[config.mk]
export PLATFORM = sky130hd
export DESIGN_NAME = seq_divider_flat
export DESIGN_NICKNAME = d
export VERILOG_FILES = /design/src/rtl/seq_divider_if.sv /design/src/rtl/seq_divider.sv /design/src/flat_wrapper.sv
export SDC_FILE = /design/constraint.sdc
export NUM_CORES = 1
export LEC_CHECK = 0
export CAP_MARGIN = 10
export CORE_MARGIN = 2
export CORE_UTILIZATION = 61
export DETAILED_ROUTE_END_ITERATION = 6
export PLACE_DENSITY = 0.86
export SLEW_MARGIN = 20
export SYNTH_ARGS = -nofsm -noshare
export SYNTH_HDL_FRONTEND = slang
export SYNTH_SLANG_ARGS = --single-unit
[constraint.sdc]
create_clock -name clock -period 5.45 [get_ports clock]
set_input_delay 1.09 -clock clock [delete_from_list [all_inputs] [get_ports clock]]
set_output_delay 1.09 -clock clock [all_outputs]
set_load 0.05 [all_outputs]
[src/rtl/seq_divider_if.sv]
// Start/operand and result bundle for the sequential divider.
// The master drives start and operands; the slave returns results.
interface seq_divider_if #(
   parameter int WIDTH = 32
);
   logic             ctrl_DIV;
   logic [WIDTH-1:0] data_operandA;
   logic [WIDTH-1:0] data_operandB;
   logic [WIDTH-1:0] data_result;
   logic [WIDTH-1:0] data_remainder;
   logic             data_exception;
   logic             data_resultRDY;
   logic             busy;

   modport master (
      output ctrl_DIV,
      output data_operandA,
      output data_operandB,
      input  data_result,
      input  data_remainder,
      input  data_exception,
      input  data_resultRDY,
      input  busy
   );

   modport slave (
      input  ctrl_DIV,
      input  data_operandA,
      input  data_operandB,
      output data_result,
      output data_remainder,
      output data_exception,
      output data_resultRDY,
      output busy
   );
endinterface

[src/rtl/seq_divider.sv]
// Multicycle signed divider: restoring shift-subtract on magnitudes,
// one quotient bit per clock, sign fixup on the final edge.
module seq_divider #(
   parameter int WIDTH = 32
) (
   input  logic         clock,
   input  logic         reset,
   seq_divider_if.slave bus
);
   localparam int CW = $clog2(WIDTH) + 1;
   localparam logic [1:0] IDLE = 2'd0;
   localparam logic [1:0] RUN  = 2'd1;
   localparam logic [1:0] DONE = 2'd2;

   logic [1:0]       state;
   logic [CW-1:0]    cnt;
   logic [WIDTH:0]   rem;
   logic [WIDTH:0]   bmag;
   logic [WIDTH-1:0] quo;
   logic             neg_q;
   logic             neg_r;
   logic             b_zero;
   logic             ovf;

   logic [WIDTH-1:0] result;
   logic [WIDTH-1:0] remainder;
   logic             exc;
   logic             rdy;
   logic             busy_q;

   logic [WIDTH-1:0] a;
   logic [WIDTH-1:0] b;
   logic [WIDTH-1:0] amag;
   logic [WIDTH-1:0] bmag_w;
   logic [WIDTH:0]   sh;
   logic             ge;
   logic [WIDTH:0]   rem_n;
   logic [WIDTH-1:0] q_fix;
   logic [WIDTH-1:0] r_fix;
   logic             last;

   assign a = bus.data_operandA;
   assign b = bus.data_operandB;

   // |-2^(W-1)| wraps to 2^(W-1), which is exact as unsigned
   assign amag   = a[WIDTH-1] ? (~a + WIDTH'(1)) : a;
   assign bmag_w = b[WIDTH-1] ? (~b + WIDTH'(1)) : b;

   assign sh    = {rem[WIDTH-1:0], quo[WIDTH-1]};
   assign ge    = {rem, quo[WIDTH-1]} >= {1'b0, bmag};
   assign rem_n = ge ? (sh - bmag) : sh;

   assign q_fix = neg_q ? (~quo + WIDTH'(1)) : quo;
   assign r_fix = neg_r ? (~rem[WIDTH-1:0] + WIDTH'(1))
                        : rem[WIDTH-1:0];
   assign last  = (cnt == CW'(WIDTH));

   always_ff @(posedge clock) begin
      if (reset) begin
         state     <= IDLE;
         cnt       <= '0;
         rem       <= '0;
         bmag      <= '0;
         quo       <= '0;
         neg_q     <= 1'b0;
         neg_r     <= 1'b0;
         b_zero    <= 1'b0;
         ovf       <= 1'b0;
         result    <= '0;
         remainder <= '0;
         exc       <= 1'b0;
         rdy       <= 1'b0;
         busy_q    <= 1'b0;
      end else if (bus.ctrl_DIV) begin
         state  <= RUN;
         cnt    <= '0;
         rem    <= '0;
         bmag   <= {1'b0, bmag_w};
         quo    <= amag;
         neg_q  <= a[WIDTH-1] ^ b[WIDTH-1];
         neg_r  <= a[WIDTH-1];
         b_zero <= (b == '0);
         ovf    <= (a == {1'b1, {(WIDTH-1){1'b0}}}) && (&b);
         rdy    <= 1'b0;
         busy_q <= 1'b1;
      end else begin
         unique case (state)
            RUN: begin
               if (last) begin
                  result    <= b_zero ? '0 : q_fix;
                  remainder <= b_zero ? '0 : r_fix;
                  exc       <= b_zero | ovf;
                  rdy       <= 1'b1;
                  busy_q    <= 1'b0;
                  state     <= DONE;
               end else begin
                  rem <= rem_n;
                  quo <= {quo[WIDTH-2:0], ge};
                  cnt <= cnt + CW'(1);
               end
            end
            DONE: begin
               rdy   <= 1'b0;
               state <= IDLE;
            end
            default: begin
               rdy   <= 1'b0;
               state <= IDLE;
            end
         endcase
      end
   end

   assign bus.data_result    = result;
   assign bus.data_remainder = remainder;
   assign bus.data_exception = exc;
   assign bus.data_resultRDY = rdy;
   assign bus.busy           = busy_q;
endmodule
[src/flat_wrapper.sv]
// flat-port wrapper written by rule: the top's interface ports become plain ports
module seq_divider_flat 
#(
   parameter int WIDTH = 32
)
  (clock, reset, bus_ctrl_DIV, bus_data_operandA, bus_data_operandB, bus_data_result, bus_data_remainder, bus_data_exception, bus_data_resultRDY, bus_busy);
  seq_divider_if #(.WIDTH(WIDTH)) bus_i ();
  input  logic clock;
  input  logic reset;
  input wire logic [$bits(bus_i.ctrl_DIV)-1:0] bus_ctrl_DIV;
  input wire logic [$bits(bus_i.data_operandA)-1:0] bus_data_operandA;
  input wire logic [$bits(bus_i.data_operandB)-1:0] bus_data_operandB;
  output wire logic [$bits(bus_i.data_result)-1:0] bus_data_result;
  output wire logic [$bits(bus_i.data_remainder)-1:0] bus_data_remainder;
  output wire logic [$bits(bus_i.data_exception)-1:0] bus_data_exception;
  output wire logic [$bits(bus_i.data_resultRDY)-1:0] bus_data_resultRDY;
  output wire logic [$bits(bus_i.busy)-1:0] bus_busy;
  assign bus_i.ctrl_DIV = bus_ctrl_DIV;
  assign bus_i.data_operandA = bus_data_operandA;
  assign bus_i.data_operandB = bus_data_operandB;
  assign bus_data_result = bus_i.data_result;
  assign bus_data_remainder = bus_i.data_remainder;
  assign bus_data_exception = bus_i.data_exception;
  assign bus_data_resultRDY = bus_i.data_resultRDY;
  assign bus_busy = bus_i.busy;
  seq_divider #(.WIDTH(WIDTH)) u_core (.clock(clock), .reset(reset), .bus(bus_i));
endmodule
==> impl_metrics.json, run 1 <==
{
  "hp-class": "reg2reg",
  "worstHoldPathCells": 2,
  "drv_slew": 0,
  "use_met1": 0.445,
  "grt.total_usage": 0.298,
  "initial_core_util": 0.616,
  "yosysUniqueCellTypes": 71,
  "maxCapViolCount": 0,
  "io_buffer_count": 133,
  "root_buffer": "clkbuf_16",
  "cts_tree": "built",
  "grt-ovfl-total": 0,
  "grt.met3_usage": 0.0613,
  "ir_drop_mv": 0.208,
  "clk_pin_slew_worst_paths_ns": 0.07,
  "yosysMostFrequentCell": "dfxtp_1",
  "drt-vias-per-instance": 6.14,
  "netlist_top_cells_area": "dfxtp_1 32%, xor2_1 8.1%, o21ai_0 6.0%",
  "postCtsSetupBuffers": 0,
  "synthTopCellsByCount": "175 x dfxtp_1, 174 x nand2_1, 131 x o21ai_0, 108 x nor2_1, 102 x xor2_1",
  "grt-busiest-layer": "met1",
  "ys_seq_area_frac": 0.319,
  "rr_worst_depth": 12,
  "boundaryPins": 134,
  "hold_viol_final": 0,
  "path_cells": "inv_1, ha_1, inv_1, fa_1, a21oi_1, o2bb2ai_1, o31ai_1, o311ai_0, o22ai_4, buf_4, mux2i_1, a211oi_1",
  "cp.arrival_ns": 4.41,
  "die_x_um": 138,
  "holdWs_ns": 0.454,
  "syn_to_final_growth_pct": 18.0,
  "avgSynthCellArea_sq_um": 7.80,
  "period_needed_ns": 4.10,
  "synth_top_area_frac": 0.319,
  "rows": 49,
  "synth_top_cell_by_area": "dfxtp_1",
  "rsz0062_at_grt": "no",
  "synth.net_count": 1517,
  "antenna_found_initial": 0,
  "worst_setup_path_start_kind": "register",
  "synthFlopType": "dfxtp_1",
  "timing.final.crit_share": 0.752,
  "max_freq_mhz": 244,
  "synthCells": 1410,
  "grt_max_degree": 97,
  "grt_pass1_wl_mm": 47.5,
  "crit_type": "reg2reg",
  "finClkSkew_ns": 0.0161,
  "end_kind": "register",
  "tightestPinTransition_ns": 1.01,
  "cp_max_fo": 35,
  "slowest_delay_ns": 0.61,
  "num_vias": 10600,
  "fin_nets": 1594,
  "p_leak_nw": 4.97,
  "drt-wirelength-per-cell_um": 16.9,
  "drt_iter0_drc": 1082,
  "htree_num_levels": 4,
  "crit_top_cell": "inv_1",
  "syn_area_sq_um": 11000,
  "dr.pass1.iters": 6,
  "cts_resized": 0,
  "num_antenna_cells": 0,
  "first_global_vias": 9388,
  "dpl.hpwl_mm": 21.3,
  "setup-tns-final_ns": 0,
  "ctsHoldBuffers": 0,
  "dieHeight_um": 138,
  "ant_nets": 0,
  "critPathBufInv": 3,
  "cp.depth": 12,
  "synth_seq_cells": 175,
  "place_congestion": 0.950,
  "remaining_drc_errors": 0,
  "crit_path_top_delay_cell": "o22ai_4",
  "clk_latency_ns": 0.44,
  "cts_made_buffers": 17,
  "crit_family": "compound AO/OA/AOI/OAI gates",
  "synth_edf_count": 0,
  "status": "finished, final reports clean",
  "grt_use_met2": 0.435,
  "cts_buffer_depth": 2,
  "drt_wl_total_mm": 29.1,
  "slew_headroom": 0.324,
  "layout-drive-gt1-share": 0.0507,
  "power_density_nw_per_um2": 258,
  "setup_viol": 0,
  "synthArstFlopShare": 0,
  "die-area_sq_um": 19100,
  "yosys_warnings": 0,
  "required_ns": 5.76,
  "cts_sinks": 175,
  "core_area_sq_um": 17800
}
==> cells in the final DEF (no fill, tap or decap), types with 5 or more instances in the layout <==
cell type,Yosys,routed
o211ai_1,11,11
xor2_1,102,102
or3_1,21,21
xnor2_1,39,39
dfxtp_1,175,175
a21oi_1,91,91
o21a_1,7,7
and2_1,17,17
o21ai_0,131,131
nor2b_1,8,7
and3_1,9,9
nor4_1,5,5
nor2_1,108,108
or2_2,9,9
or4_1,18,18
clkinvlp_4,0,7
o21ai_1,7,7
a31oi_1,8,8
o41ai_1,14,14
clkdlybuf4s50_1,0,131
ha_1,39,39
inv_1,57,57
nand2_1,174,174
o31ai_1,35,35
nor3_1,14,14
clkbuf_16,0,17
nand2b_1,10,10
o211a_1,6,6
buf_4,0,12
o21bai_1,5,5
nand4_1,23,23
mux2i_1,20,20
nand3_1,17,17
a211oi_1,70,70
a21o_1,11,11
==> final cells by class <==
type,instances,area (sq um)
flip-flops and latches,175,3500
clock buffers,17,425
multi-input cells,1091,6970
well taps,229,287
clock inverters,15,158
repair buffers,145,1420
fillers,1374,4870
inverters,57,214
==> power breakdown <==
| group | total (mW) | switching (mW) | internal, mW |
|---|---|---|---|
| Combinational | 0.751 | 0.442 | 0.308 |
| Clock | 1.20 | 0.560 | 0.643 |
| Sequential | 1.39 | 0.0684 | 1.33 |
| Total | 3.35 | 1.07 | 2.28 |
==> cells by family (layout without fill, tap and decap cells) <==
family / count (synthesis) / in the layout / synth area share
simple gates: 458 / 458 / 0.202
compound gates: 429 / 429 / 0.250
flops: 175 / 175 / 0.319
buf+inv: 144 / 234 / 0.0500
xor+xnor: 141 / 141 / 0.112
fa+ha+maj: 40 / 40 / 0.0462
mux: 23 / 23 / 0.0213
==> tightest hold or removal path, stage by stage (launching register included) <==
cell	delay (ns)
dfxtp_1	0.33
nand2_1	0.04
o21ai_0	0.05
==> state kept, by name, indices dropped and copies added, names as in the netlist <==
signal                     count
u_core.quo                    32
u_core.cnt                     6
u_core.neg_r                   1
u_core.neg_q                   1
u_core.bus.data_remainder     32
u_core.bus.data_exception      1
u_core.bus.busy                1
u_core.b_zero                  1
u_core.bmag                   32
u_core.bus.data_result        32
u_core.ovf                     1
u_core.rem                    33
u_core.state                   2
==> metal layers <==
metal	vias up	part of all wire
li1	5210	-
met1	4876	0.46
met2	488	0.42
met3	49	0.10
met4	0	0.018
met5	-	0
==> through the flow <==
step / instance area, sq um / utilization / power [mW] / setup WS, ns / std cells
6_report: 13000 / 0.727 / 3.35 / 1.35 / 1729
5_1_grt: 13000 / 0.727 / 3.49 / 1.17 / 1729
4_1_cts: 13000 / 0.726 / 3.34 / 1.47 / 1728
3_5_place_dp: 12400 / 0.694 / 2.15 / 1.15 / 1696
3_3_place_gp: 12400 / 0.694 / 2.13 / 1.22 / 1696
2_1_floorplan: 11000 / - / 1.93 / 1.81 / 1410
==> path summary, 6_finish.rpt <==
kind	start	endpoint	slack, ns
worst min register to register	u_core.bus.data_remainder[9]	u_core.bus.data_remainder[9]	0.45
worst min-delay path	u_core.bus.data_remainder[9]	u_core.bus.data_remainder[9]	0.45
worst max register to register	u_core.quo[31]	u_core.rem[1]	1.35
worst max-delay path	u_core.quo[31]	u_core.rem[1]	1.35
No activity file was read; power rests on OpenSTA's default activity.
==> inputs of run 2 (changes only) <==
CORE_UTILIZATION = 57   (was 61)
PLACE_DENSITY = 0.81   (was 0.86)
clock period = 4.06 ns   (was 5.45 ns; I/O delays follow)
==> impl_metrics.json, run 2 (synthesized netlist as in run 1, its figures left out) <==
{
  "fin_nets": 1609,
  "finClkSkew_ns": 0.0118,
  "grt_max_degree": 70,
  "die_x_um": 143,
  "num_vias": 10600,
  "crit_top_cell": "or3_4",
  "r2r_end": "u_core.rem[0]",
  "grt-ovfl-total": 0,
  "worst_setup_path_start_kind": "input pin",
  "crit_path_top_delay_cell": "clkdlybuf4s50_1",
  "remaining_drc_errors": 0,
  "cts_buffer_depth": 2,
  "period_needed_ns": 3.57,
  "required_ns": 4.41,
  "grt-busiest-layer": "met1",
  "slowest_delay_ns": 0.46,
  "die-area_sq_um": 20400,
  "crit_type": "in2reg",
  "drt_wl_total_mm": 29.4,
  "cp_max_fo": 5,
  "top_register": "u_core.rem",
  "maxCapViolCount": 0,
  "grt_pass1_wl_mm": 47.4,
  "tightestPinTransition_ns": 1.02,
  "grt.met3_usage": 0.0533,
  "setup-tns-final_ns": 0,
  "clk_latency_ns": 0.44,
  "initial_core_util": 0.584,
  "postCtsSetupBuffers": 0,
  "num_antenna_cells": 0,
  "io_buffer_count": 133,
  "critPathBufInv": 1,
  "layout-drive-gt1-share": 0.0588,
  "r2r-start": "u_core.quo[31]",
  "clk_pin_slew_worst_paths_ns": 0.07,
  "cts_tree": "built",
  "power_density_nw_per_um2": 349,
  "cp.depth": 9,
  "end_kind": "register",
  "drt_iter0_drc": 1124,
  "grt_use_met2": 0.412,
  "setup.worst_path.end": "u_core.bmag[27]",
  "setup_viol": 0,
  "layout_common_cells": "175 x dfxtp_1, 174 x nand2_1, 131 x o21ai_0, 131 x clkdlybuf4s50_1, 108 x nor2_1",
  "place_congestion": 0.979,
  "htree_num_levels": 4,
  "reg2reg_setup_slack_ns": 0.56,
  "mostFrequentLayoutCell": "dfxtp_1",
  "fin_util": 0.698,
  "max_freq_mhz": 280,
  "syn_to_final_growth_pct": 19.6,
  "slew_headroom": 0.319,
  "p_leak_nw": 5.08,
  "antenna_found_initial": 0,
  "cp.arrival_ns": 3.93,
  "drt-wirelength-per-cell_um": 16.6,
  "hp-class": "reg2reg",
  "root_buffer": "clkbuf_16",
  "nFillCells": 1563,
  "hold_viol_final": 0,
  "largest_reg_flops": 33,
  "rsz0062_at_grt": "no",
  "crit_family": "simple AND/OR/NAND/NOR gates",
  "drt-vias-per-instance": 5.99,
  "rows": 50,
  "rr_worst_depth": 13,
  "ant_nets": 0,
  "ctsHoldBuffers": 0,
  "drv_slew": 0,
  "status": "finished, final reports clean",
  "dieHeight_um": 143,
  "ir_drop_mv": 0.283,
  "critical_path.startpoint": "bus_data_operandB[4]",
  "cts_made_buffers": 17,
  "boundaryPins": 134,
  "use_met1": 0.446,
  "core_area_sq_um": 18800,
  "placed_cells": 1743,
  "grt.total_usage": 0.289,
  "cts_resized": 0,
  "layout.cells.non_filler": 1774,
  "cts_sinks": 175,
  "dpl.hpwl_mm": 21.6,
  "dr.pass1.iters": 5,
  "first_global_vias": 9290,
  "timing.final.crit_share": 0.880,
  "path_cells": "clkdlybuf4s50_1, or3_4, or4_4, or3_4, or4_4, or3_4, o41ai_2, xor2_1, a211oi_1"
}
==> run 2: cell count changes in the layout (fill, tap and decap cells not counted), sizes merged <==
cell / delta
clkinv: +3
clkinvlp: -6
inv: -2
bufinv: +2
buf: +15
clkbuf: +2
==> run 2: area by class of cell <==
type | instances | area (sq um) | share of cell area
Multi-Input combinational cell | 1091 | 6970 | 0.530
Clock buffer | 19 | 443 | 0.0337
Sequential cell | 175 | 3500 | 0.266
Timing Repair Buffer | 160 | 1540 | 0.117
Clock inverter | 12 | 160 | 0.0122
Inverter | 57 | 214 | 0.0163
Tap cell | 260 | 325 | 0.0247
==> run 2: power by group <==
part	switching, mW	total, mW	internal, mW
clock network	0.714	1.70	0.986
registers	0.0901	1.87	1.78
logic	0.594	1.02	0.427
==> run 2: per-stage QoR <==
step           instance area [sq um]  total power, mW  worst slack [ns]  hold slack [ns]
2_1_floorplan                  11000             2.59             0.700            0.426
3_3_place_gp                   12500             2.87             0.122            0.433
3_5_place_dp                   12500             2.90            0.0427            0.442
4_1_cts                        13200             4.58             0.498            0.452
5_1_grt                        13200             4.79             0.336            0.462
6_report                       13200             4.59             0.485            0.446
==> run 2: worst min path at each step <==
stage	start	endpoint	slack, ns	depth (start not counted)
floorplan	u_core.ovf	u_core.ovf	0.43	2
finish	u_core.bus.data_remainder[30]	u_core.bus.data_remainder[30]	0.45	2
global route	u_core.bus.data_remainder[26]	u_core.bus.data_remainder[26]	0.46	2
global placement	u_core.bus.data_remainder[5]	u_core.bus.data_remainder[5]	0.43	2
CTS	u_core.bus.data_result[31]	u_core.bus.data_result[31]	0.45	2
detailed placement	u_core.bus.data_remainder[21]	u_core.bus.data_remainder[21]	0.44	2
==> run 2: worst register-to-register path: cells and delay by family, from the launching register on <==
kind,cells,cell delay (ns)
multiplexers,1,0.21
AND/OR/NAND/NOR,1,0.07
adder cells (fa/ha/maj),2,0.59
flip-flops,1,0.32
buffers and inverters,3,0.49
AO/OA/AOI/OAI,6,1.74
==> run 2: routing by layer <==
layer	part of all wire	vias up	routed length (um)
met1	0.48	4912	14000
met4	0.0096	0	283
li1	-	5231	-
met5	0	-	0
met3	0.095	29	2780
met2	0.42	458	12300
==> inputs of run 3 (changes only) <==
CORE_UTILIZATION = 58   (was 57)
CTS_BUF_LIST = sky130_fd_sc_hd__clkbuf_4 sky130_fd_sc_hd__clkbuf_8   (was unset)
GPL_TIMING_DRIVEN = 0   (was unset)
PLACE_DENSITY = 0.83   (was 0.81)
==> impl_metrics.json, run 3 (synthesized netlist as in run 1, its figures left out) <==
{
  "status": "finished, final reports clean",
  "setup_viol": 0,
  "dr.pass1.iters": 6,
  "dieHeight_um": 142,
  "syn_to_final_growth_pct": 18.2,
  "worstHoldPathCells": 2,
  "period_needed_ns": 3.76,
  "pre_cts_slack_ns": -0.102,
  "drv_slew": 0,
  "required_ns": 4.41,
  "num_antenna_cells": 0,
  "place_congestion": 0.977,
  "remaining_drc_errors": 0,
  "nFillCells": 1615,
  "layout_common_cells": "175 x dfxtp_1, 174 x nand2_1, 132 x clkdlybuf4s50_1",
  "fin_nets": 1668,
  "drt-vias-per-instance": 6.09,
  "power_frac_seq": 0.453,
  "rows": 50,
  "io_buffer_count": 132,
  "root_buffer": "clkbuf_8",
  "rsz0062_at_grt": "no",
  "initial_core_util": 0.590,
  "die-area_sq_um": 20100,
  "crit_type": "reg2reg",
  "dpl.hpwl_mm": 25.2,
  "maxCapViolCount": 0,
  "p_leak_nw": 4.94,
  "dpl_cell_area_sq_um": 12600,
  "tightestPinTransition_ns": 0.896,
  "mostFrequentLayoutCell": "dfxtp_1",
  "grt_pass1_wl_mm": 51.3,
  "drt_iter0_drc": 1190,
  "num_vias": 11000,
  "end_kind": "register",
  "max_freq_mhz": 266,
  "share_comb_of_total_power": 0.255,
  "clk_latency_ns": 0.48,
  "htree_num_levels": 4,
  "boundaryPins": 134,
  "worst_setup_path_start_kind": "register",
  "reg2reg_setup_slack_ns": 0.30,
  "largest_reg_flops": 33,
  "ir_drop_mv": 0.228,
  "top_register": "u_core.rem",
  "final_area_sq_um": 13000,
  "swShare": 0.349,
  "cts_sinks": 175,
  "min_to": "u_core.bus.data_result[31]",
  "timing.final.crit_share": 0.927,
  "grt_max_degree": 18,
  "layout-drive-gt1-share": 0.0413,
  "drt-wirelength-per-cell_um": 17.8,
  "clk_pin_slew_worst_paths_ns": 0.10,
  "internal_power_mw": 2.68,
  "drt_wl_total_mm": 32.2,
  "first_global_vias": 9900,
  "power_density_nw_per_um2": 317,
  "ant_nets": 0,
  "die_x_um": 142,
  "hp-start": "u_core.bus.data_result[31]",
  "r2r_end": "u_core.quo[0]",
  "slew_headroom": 0.388,
  "postCtsSetupBuffers": 0,
  "clkPwrFrac": 0.292,
  "rr_worst_depth": 14,
  "hp-class": "reg2reg",
  "layout.cells.non_filler": 1808,
  "finClkSkew_ns": 0.0126,
  "cp_max_fo": 10,
  "cts_made_buffers": 17,
  "fin_util": 0.697,
  "setup_ws_ns": 0.296,
  "cp.arrival_ns": 4.12,
  "holdWs_ns": 0.453,
  "antenna_found_initial": 0,
  "switching_power_mw": 1.44,
  "grt.total_usage": 0.320,
  "grt-ovfl-total": 0,
  "hold_viol_final": 0,
  "r2r-start": "u_core.quo[31]",
  "cts_tree": "built",
  "core_area_sq_um": 18600,
  "cts_buffer_depth": 2,
  "placed_cells": 1776
}
## run 3: worst max path at each step
stage                     slack [ns]               to            startpoint  cells past startpoint
after detailed placement       -0.10    u_core.quo[0]        u_core.quo[31]                     14
after global placement         -0.03    u_core.quo[0]        u_core.quo[31]                     14
after floorplan                 0.70  u_core.bmag[27]  bus_data_operandB[4]                      8
after CTS                       0.12    u_core.quo[0]        u_core.quo[31]                     14
final                           0.30    u_core.quo[0]        u_core.quo[31]                     14
after global routing            0.11    u_core.quo[0]        u_core.rem[19]                     12
## run 3: metrics by stage
stage / total power, mW / setup TNS [ns]
final: 4.12 / 0
after global routing: 4.30 / 0
after CTS: 4.09 / 0
after detailed placement: 2.92 / -0.257
after global placement: 2.90 / -0.0340
after floorplan: 2.59 / 0
## run 3: power groups by stage
| stage | Clock (mW) | Sequential (mW) | Combinational, mW |
|---|---|---|---|
| after floorplan | 0 | 1.87 | 0.724 |
| after global placement | 0 | 1.90 | 1.00 |
| after detailed placement | 0 | 1.90 | 1.02 |
| after CTS | 1.20 | 1.86 | 1.03 |
| after global routing | 1.28 | 1.88 | 1.15 |
| final | 1.20 | 1.87 | 1.05 |
## run 3: routing by layer
layer  global-route usage  vias to the layer above  share of wire
li1                     -                     5357              -
met1                0.470                     5097           0.45
met2                0.487                      507           0.43
met3               0.0499                       49           0.10
met4               0.0884                        0          0.018
met5                    0                        -              0
## run 3: layout make-up
type	instances	area, sq um	share of cell area
clock buffers	19	262	0.0201
repair buffers	132	1320	0.102
flip-flops and latches	175	3500	0.270
inverters	57	214	0.0165
clock inverters	13	120	0.00924
multi-input cells	1091	6940	0.534
plain buffers	87	340	0.0262
well taps	234	293	0.0225
## run 3: worst max-delay path: stages (launching register included)
cell       delay (ns)
dfxtp_1          0.32
inv_1            0.19
ha_1             0.22
inv_1            0.06
fa_1             0.39
a21oi_1          0.22
o2bb2ai_1        0.16
o31ai_1          0.47
o311ai_1         0.26
o22ai_1          0.30
clkbuf_2         0.29
buf_2            0.34
a211oi_1         0.18
a21oi_1          0.17
nor2_1           0.06
## run 3: repair_timing
item / in CTS / in global routing
gates resized for setup: 2 / 5
endpoints found under the hold margin: 0 / 0
hold buffers: 0 / 0
endpoints found under the setup margin: 10 / 24
